## src/rtl/div_ctrl_seq.sv

```systemverilog
// div_ctrl_seq: divide-path sequencer (divider -> two BCD conversions -> display hold).
// Optional watchdog enabled by defining DIV_CTRL_TIMEOUT_EN.
module div_ctrl_seq #(
   parameter int W = 7
`ifdef DIV_CTRL_TIMEOUT_EN
   , parameter int TIMEOUT = 255
`endif
) (
   input  logic         clk,
   input  logic         rst,
   input  logic         ops_valid,
   input  logic [W-1:0] a_in,
   input  logic [W-1:0] b_in,
   input  logic         show_toggle,
   output logic         div_start,
   output logic [W-1:0] div_a,
   output logic [W-1:0] div_b,
   input  logic         div_done,
   input  logic [W-1:0] div_q,
   input  logic [W-1:0] div_r,
   output logic         bcd_start,
   output logic [W-1:0] bcd_bin,
   input  logic         bcd_done,
   input  logic [15:0]  bcd_digits,
   output logic [15:0]  disp_digits,
   output logic         disp_sel,
   output logic         busy,
   output logic         result_valid,
   output logic         err,
   output logic [1:0]   err_code
);
   typedef enum logic [2:0] {IDLE, CHECK, DIV_RUN, BCD_Q, BCD_R, SHOW, ERR} state_t;
   state_t r_state;
   logic [W-1:0] r_rem;
   logic [15:0] r_q_bcd, r_r_bcd;
   logic w_wait, w_fire;
`ifdef DIV_CTRL_TIMEOUT_EN
   logic [7:0] r_wd;
`endif
   assign w_wait = r_state inside {DIV_RUN, BCD_Q, BCD_R};
   assign w_fire = (r_state == DIV_RUN && div_done) || (r_state inside {BCD_Q, BCD_R} && bcd_done);
   assign busy = w_wait || r_state == CHECK;
   assign err = r_state == ERR;
   assign disp_digits = r_state == SHOW ? (disp_sel ? r_r_bcd : r_q_bcd) :
                        r_state == ERR  ? {12'hEEE, 3'b000, err_code[1]} : 16'h0000;
   always_ff @(posedge clk or posedge rst)
      if (rst) begin
         r_state <= IDLE;
         div_start <= 1'b0;
         bcd_start <= 1'b0;
         result_valid <= 1'b0;
         div_a <= '0;
         div_b <= '0;
         bcd_bin <= '0;
         r_rem <= '0;
         r_q_bcd <= '0;
         r_r_bcd <= '0;
         disp_sel <= 1'b0;
         err_code <= 2'b00;
`ifdef DIV_CTRL_TIMEOUT_EN
         r_wd <= '0;
`endif
      end else begin
         div_start <= 1'b0;
         bcd_start <= 1'b0;
         result_valid <= 1'b0;
         case (r_state)
            IDLE, SHOW, ERR:
               if (ops_valid) begin
                  div_a <= a_in;
                  div_b <= b_in;
                  err_code <= 2'b00;
                  disp_sel <= 1'b0;
                  r_state <= CHECK;
               end else if (r_state == SHOW && show_toggle) disp_sel <= ~disp_sel;
            CHECK:
               if (div_b == '0) begin
                  err_code <= 2'b01;
                  r_state <= ERR;
               end else begin
                  div_start <= 1'b1;
                  r_state <= DIV_RUN;
               end
            DIV_RUN:
               if (div_done) begin
                  r_rem <= div_r;
                  bcd_bin <= div_q;
                  bcd_start <= 1'b1;
                  r_state <= BCD_Q;
               end
            BCD_Q:
               if (bcd_done) begin
                  r_q_bcd <= bcd_digits;
                  bcd_bin <= r_rem;
                  bcd_start <= 1'b1;
                  r_state <= BCD_R;
               end
            BCD_R:
               if (bcd_done) begin
                  r_r_bcd <= bcd_digits;
                  result_valid <= 1'b1;
                  r_state <= SHOW;
               end
            default: r_state <= IDLE;
         endcase
`ifdef DIV_CTRL_TIMEOUT_EN
         // Every wait state is entered through a start pulse, so clearing outside waits is equivalent.
         r_wd <= (w_wait && !w_fire) ? r_wd + 8'd1 : 8'd0;
         if (w_wait && !w_fire && r_wd == 8'(TIMEOUT - 1)) begin
            err_code <= 2'b10;
            r_state <= ERR;
         end
`endif
      end
endmodule

```

## config.mk

```make
export PLATFORM = sky130hd
export DESIGN_NAME = div_ctrl_seq
export DESIGN_NICKNAME = d
export VERILOG_FILES = /design/src/rtl/div_ctrl_seq.sv
export SDC_FILE = /design/constraint.sdc
export NUM_CORES = 1
export LEC_CHECK = 0
export CAP_MARGIN = 10
export CORE_MARGIN = 4
export CORE_UTILIZATION = 48
export CTS_BUF_LIST = sky130_fd_sc_hd__clkbuf_16
export DETAILED_ROUTE_END_ITERATION = 10
export GPL_TIMING_DRIVEN = 0
export HOLD_SLACK_MARGIN = 0.03
export PLACE_DENSITY = 0.8
export RECOVER_POWER = 100
export SKIP_CTS_REPAIR_TIMING = 1
export SYNTH_ARGS = -nofsm -noshare
export SYNTH_HDL_FRONTEND = slang
export SYNTH_SLANG_ARGS = --single-unit
```

## constraint.sdc

```tcl
create_clock -name clk -period 2.54 [get_ports clk]
set_clock_uncertainty 0.1 [all_clocks]
set_input_delay 0.254 -clock clk [delete_from_list [all_inputs] [get_ports clk]]
set_output_delay 0.254 -clock clk [all_outputs]
set_load 0.01 [all_outputs]
```

### Word level (Yosys, flattened, before mapping)

Cells that the tools add are included.

| operators by class | value |
|---|---|
| divide/modulo/power cells | 0 |
| multiplexer cells | 23 |
| reductions and logical operators | 17 |
| shift operators | 0 |
| add/subtract/negate cells | 0 |
| equality and inequality tests | 11 |
| magnitude comparators | 0 |
| multipliers | 0 |
| bitwise logic cells | 1 |

Operators with widths:

| operator | count |
|---|---|
| $mux W16 | 3 |
| $mux W3 | 5 |
| $pmux W3 S5 | 1 |
| $mux W7 | 2 |
| $pmux W7 S2 | 1 |
| $reduce_and A2 Y1 | 5 |
| $eq A3 B3 Y1 const B | 3 |
| $ne A2 B2 Y1 const B | 4 |
| $logic_not A7 Y1 | 1 |
| $mux W1 | 7 |
| $eq A3 B2 Y1 const B | 2 |
| $reduce_and A3 Y1 | 2 |
| $reduce_bool A2 Y1 | 3 |
| $mux W2 | 2 |
| $pmux W2 S2 | 1 |
| $reduce_and A4 Y1 | 1 |
| $eq A3 B1 Y1 const B | 1 |
| $logic_not A3 Y1 | 1 |
| $reduce_bool A3 Y1 | 1 |
| $reduce_or A3 Y1 | 1 |
| $ne A2 B1 Y1 const B | 1 |
| $pmux W1 S2 | 1 |
| $logic_and A1 B1 Y1 | 1 |
| $logic_or A1 B1 Y1 | 1 |
| $not A1 Y1 | 1 |

| word-level totals | value |
|---|---|
| latch bits | 0 |
| memories kept | 0 |
| bits in writable memories | 0 |
| output and inout bits | 45 |
| bits in read-only memories | 0 |
| logic and storage cells | 64 |
| bits of input ports | 50 |
| register bits | 69 |

### Longest topological paths before layout

| logic depth | value |
|---|---|
| word-level depth | 4 |
| depth in mapped cells | 6 |
| depth with buffers taken out | 3 |

### Worst setup path before layout

OpenSTA, ideal clock, no wires.

| timing path | value |
|---|---|
| path type | reg2out |
| start | register r_state[0] |
| end | output port disp_digits[11] |
| data arrival time | 1.420 ns |
| required time | 2.186 ns |
| slack | 0.766 ns |
| buffers on the path | 3 |
| cell stages (with the launch flop) | 6 |
| cells stage by stage | dfrtp_1 buf_6 clkbuf_1 nand3b_1 clkbuf_1 o21ai_0 |

| on the way | value |
|---|---|
| cells in the longest elaborated chain, start to end | 3 |
| elaborated cells between the ends (all ways) | 4 |
| classes of those cells | 2 x eq/ne; 2 x mux |

RTL lines:

| element | RTL line | RTL |
|---|---|---|
| from (decl) | 33 | `state_t r_state;` |
| from (signal assigned) | 48 | `r_state <= IDLE;` |
| from (signal assigned) | 74 | `r_state <= CHECK;` |
| from (signal assigned) | 79 | `r_state <= ERR;` |
| $eq A3 B3 Y1 | 45 | `r_state == ERR ? {12'hEEE, 3'b000, err_code[1]} : 16'h0000;` |
| $mux W16 | 45 |  |
| $mux W16 (*) | 44 | `assign disp_digits = r_state == SHOW ? (disp_sel ? r_r_bcd : r_q_bcd) :` |
| to (decl) | 25 | `output logic [15:0] disp_digits,` |

Mark *: on every way between the ends. The rest lies on a longest branch, timed or not.

### Worst setup path after layout

| timing path | value |
|---|---|
| start | register r_state[1] |
| end | output port disp_digits[14] |

Same word-level chain as after synthesis.

==> impl_results.md <==
- Antenna diode count: 0
- Hold WS: 0.294 ns
- Grt ovf: 0
- CP Class: reg -> out
- Vias: 2571
- Synth Area in XOR/XNOR: 0.737%
- Most common cell after layout, fill and taps aside: dfrtp_1
- CP startpoint kind: register
- Mapped Area: 3400 sq um
- Largest net degree at the start of global routing: 69
- HPWL after DPL: 5590 um
- Clk sinks: 68
- Iteration-0 DRC Markers: 85
- Vias in the first global route: 2758
- Post-synthesis compound-gate area fraction: 9.25%
- Row cnt: 30
- Hold Crit Class: in -> reg
- Worst-path clk slew: 0.06 ns
- Layout cells sized above 1: 21.4%
- Post-route DRC: 0
- Post-Synth Simple-Gate Area: 11.4%
- Synth Net Count: 329
- Area share of fa/ha/maj cells after synthesis: 0%
- Status: completed
- CTS tree: built
- Power Total: 5.84 mW
- GRT Total Usage: 20.0%
- Routed met3 length: 488 um
- Multi-input gate area: 1540 sq um
- Yosys warning total: 0
- Distinct cell type count after synthesis: 40
- Max Freq: 395 MHz
- Total CTS buffers: 9
- Number of synthesized flops with an enable pin: 0
- Maximum vdd drop: 0.566 mV
- Placed Area: 4440 sq um
- Gate Count Post-Synth: 279
- Chip Width: 92.1 um
- Critical Path RT: 2.19 ns
- Met2 routed WL: 4070 um
- WP data arrival: 2.18 ns
- Synth async-reset ratio: 100%
- Core area: 6830 sq um
- Post-Route WL: 8220 um
- Final setup vio count: 0
- Metal-1 WL: 3590 um
- Power per cell area: 1230 nW/um^2
- Main combinational cell family by area after synthesis: multiplexers
- Critical path fanouts, max: 10
- FILL cells: 539
- Worst-Skew Late Latency: 0.32 ns
- Slowest stage cell, crit path: clkdlybuf4s50_1
- Hold Violations, Final: 0
- Worst path cell trace: buf_4 > nand3b_1 > buf_6 > o21ai_0 > clkdlybuf4s50_1
- GPL Wtd Cong: 0.767
- Initial antenna violation count: 0
- Final period util: 99.7%
- Die Span Y: 92.1 um
- Sequential-to-total area share from yosys stat: 50.1%
- Synth Area per Inst: 12.2 sq um
- First-pass GRT wire length: 13400 um
- Final net count: 433
- Setup_tns: 0 ns
- Max-slew headroom: 5.57%
- CTS Root Cell: clkbuf_16
- I/O Buffers: 92
- Commonest non-fill, non-tap cells in the layout: 67 x dfrtp_1, 61 x clkdlybuf4s50_1, 42 x mux2_2
- Buf+Inv Stages, Crit Path: 3
- Post-layout utilization of the core: 69.5%
- DR WL/cell: 17.0 um
- Starting Density: 49.7%
- Setup crit end kind: primary output
- Main synth FF type: dfrtp_1
- Mux share of post-synthesis cell area: 24.2%
- Vias per cell: 5.31
- Leak: 2.03 nW
- Die area: 8480 sq um
- Area Growth Syn to Fin: 39.8%
- Crit path max-delay family: buffers and inverters
- Peak per-stage delay on the critical path: 0.57 ns
- Pre-Repair DR Iteration Count: 5
- Worst-Margin Slew: 1.42 ns
- Remaining antenna violation count: 0
- # Max-Cap Violations: 0
- Final Max Slew Viols: 0
- Highest metal layer with signal wires: met4
- CTS Buffer Depth: 2
- IO Pins: 95
- Final Cell Area: 4750 sq um
- Sequential Area: 1700 sq um
- Seq cells post-synth: 68
- H-tree depth: 3
- Minimum clock period: 2.53 ns
-- routing by layer --
| layer | vias to the layer above | global-route usage, % |
|---|---|---|
| met4 | 0 | 5.07 |
| met2 | 74 | 33.2 |
| met1 | 1286 | 25.1 |
| met3 | 7 | 6.64 |
| met5 | - | 0 |
| li1 | 1204 | - |
-- where the power goes --
group          switching, mW  internal [mW]  leakage (nW)
sequential             0.334           1.62         0.800
combinational           1.19           1.40          1.08
clock                  0.441          0.846         0.155
-- Yosys cell counts, drive strengths merged (3+ instances only) --
cell,count,area share (%)
mux2,54,19
clkbuf,8,0.88
mux2i,18,5.3
nor2,11,1.2
dfrtp,68,50
nand3,3,0.59
inv,3,0.33
o21ai,13,1.9
nand2,16,1.8
nor2b,3,0.63
buf,15,2.9
nand2b,15,2.8
nand3b,3,0.66
o211ai,29,6.4
-- stage by stage --
| stage | setup WS, ns | std cells |
|---|---|---|
| 2_1_floorplan | 0.474 | 279 |
| 3_3_place_gp | -0.662 | 467 |
| 3_5_place_dp | -0.0126 | 467 |
| 4_1_cts | -0.392 | 483 |
| 5_1_grt | -0.0360 | 484 |
| 6_report | 0.00652 | 484 |
-- cells by family (layout without fill, tap and decap cells) --
kind of cell,count (synthesis),count (layout)
AOI/OAI and AO/OA,46,46
xor gates and xnor gates,2,2
buffers and inverters,26,135
DFF,68,68
muxes,72,72
other,1,1
and+or+nand+nor,64,64
-- cell type report --
| class | count | share of cell area [%] |
|---|---|---|
| plain buffers | 21 | 2.37 |
| clock buffers | 9 | 4.75 |
| clock inverters | 7 | 1.77 |
| inverters | 3 | 0.237 |
| multi-input cells | 185 | 32.4 |
| flip-flops and latches | 68 | 35.9 |
| well taps | 96 | 2.53 |
| repair buffers | 95 | 20.0 |
-- worst min-delay path: cells and delay by family --
kind	cells	cell delay, ns
compound gates	1	0.07
buf+inv	1	0.17
simple gates	1	0.18
-- path summary, 6_finish.rpt --
kind                                   endpoint  slack, ns        from  cells past startpoint
min in group asynchronous          result_valid       0.68         rst                      2
worst max register to register       r_r_bcd[0]       0.22  r_state[1]                      5
worst max-delay path            disp_digits[14]      0.007  r_state[1]                      5
worst min-delay path                   div_b[3]       0.29   ops_valid                      3
worst min register to register       bcd_bin[5]       0.38  bcd_bin[5]                      1
max in group asynchronous            r_state[2]       0.69         rst                      2
-- state kept, by name, summed over array words and instances (netlist names) --
register and cells:
div_b 7, err_code 1, r_state 3, r_q_bcd 16, r_rem 7, bcd_bin 7, bcd_start 1, r_r_bcd 16
disp_sel 1, div_start 1, div_a 7, result_valid 1
No activity file was read; power rests on OpenSTA's default activity.
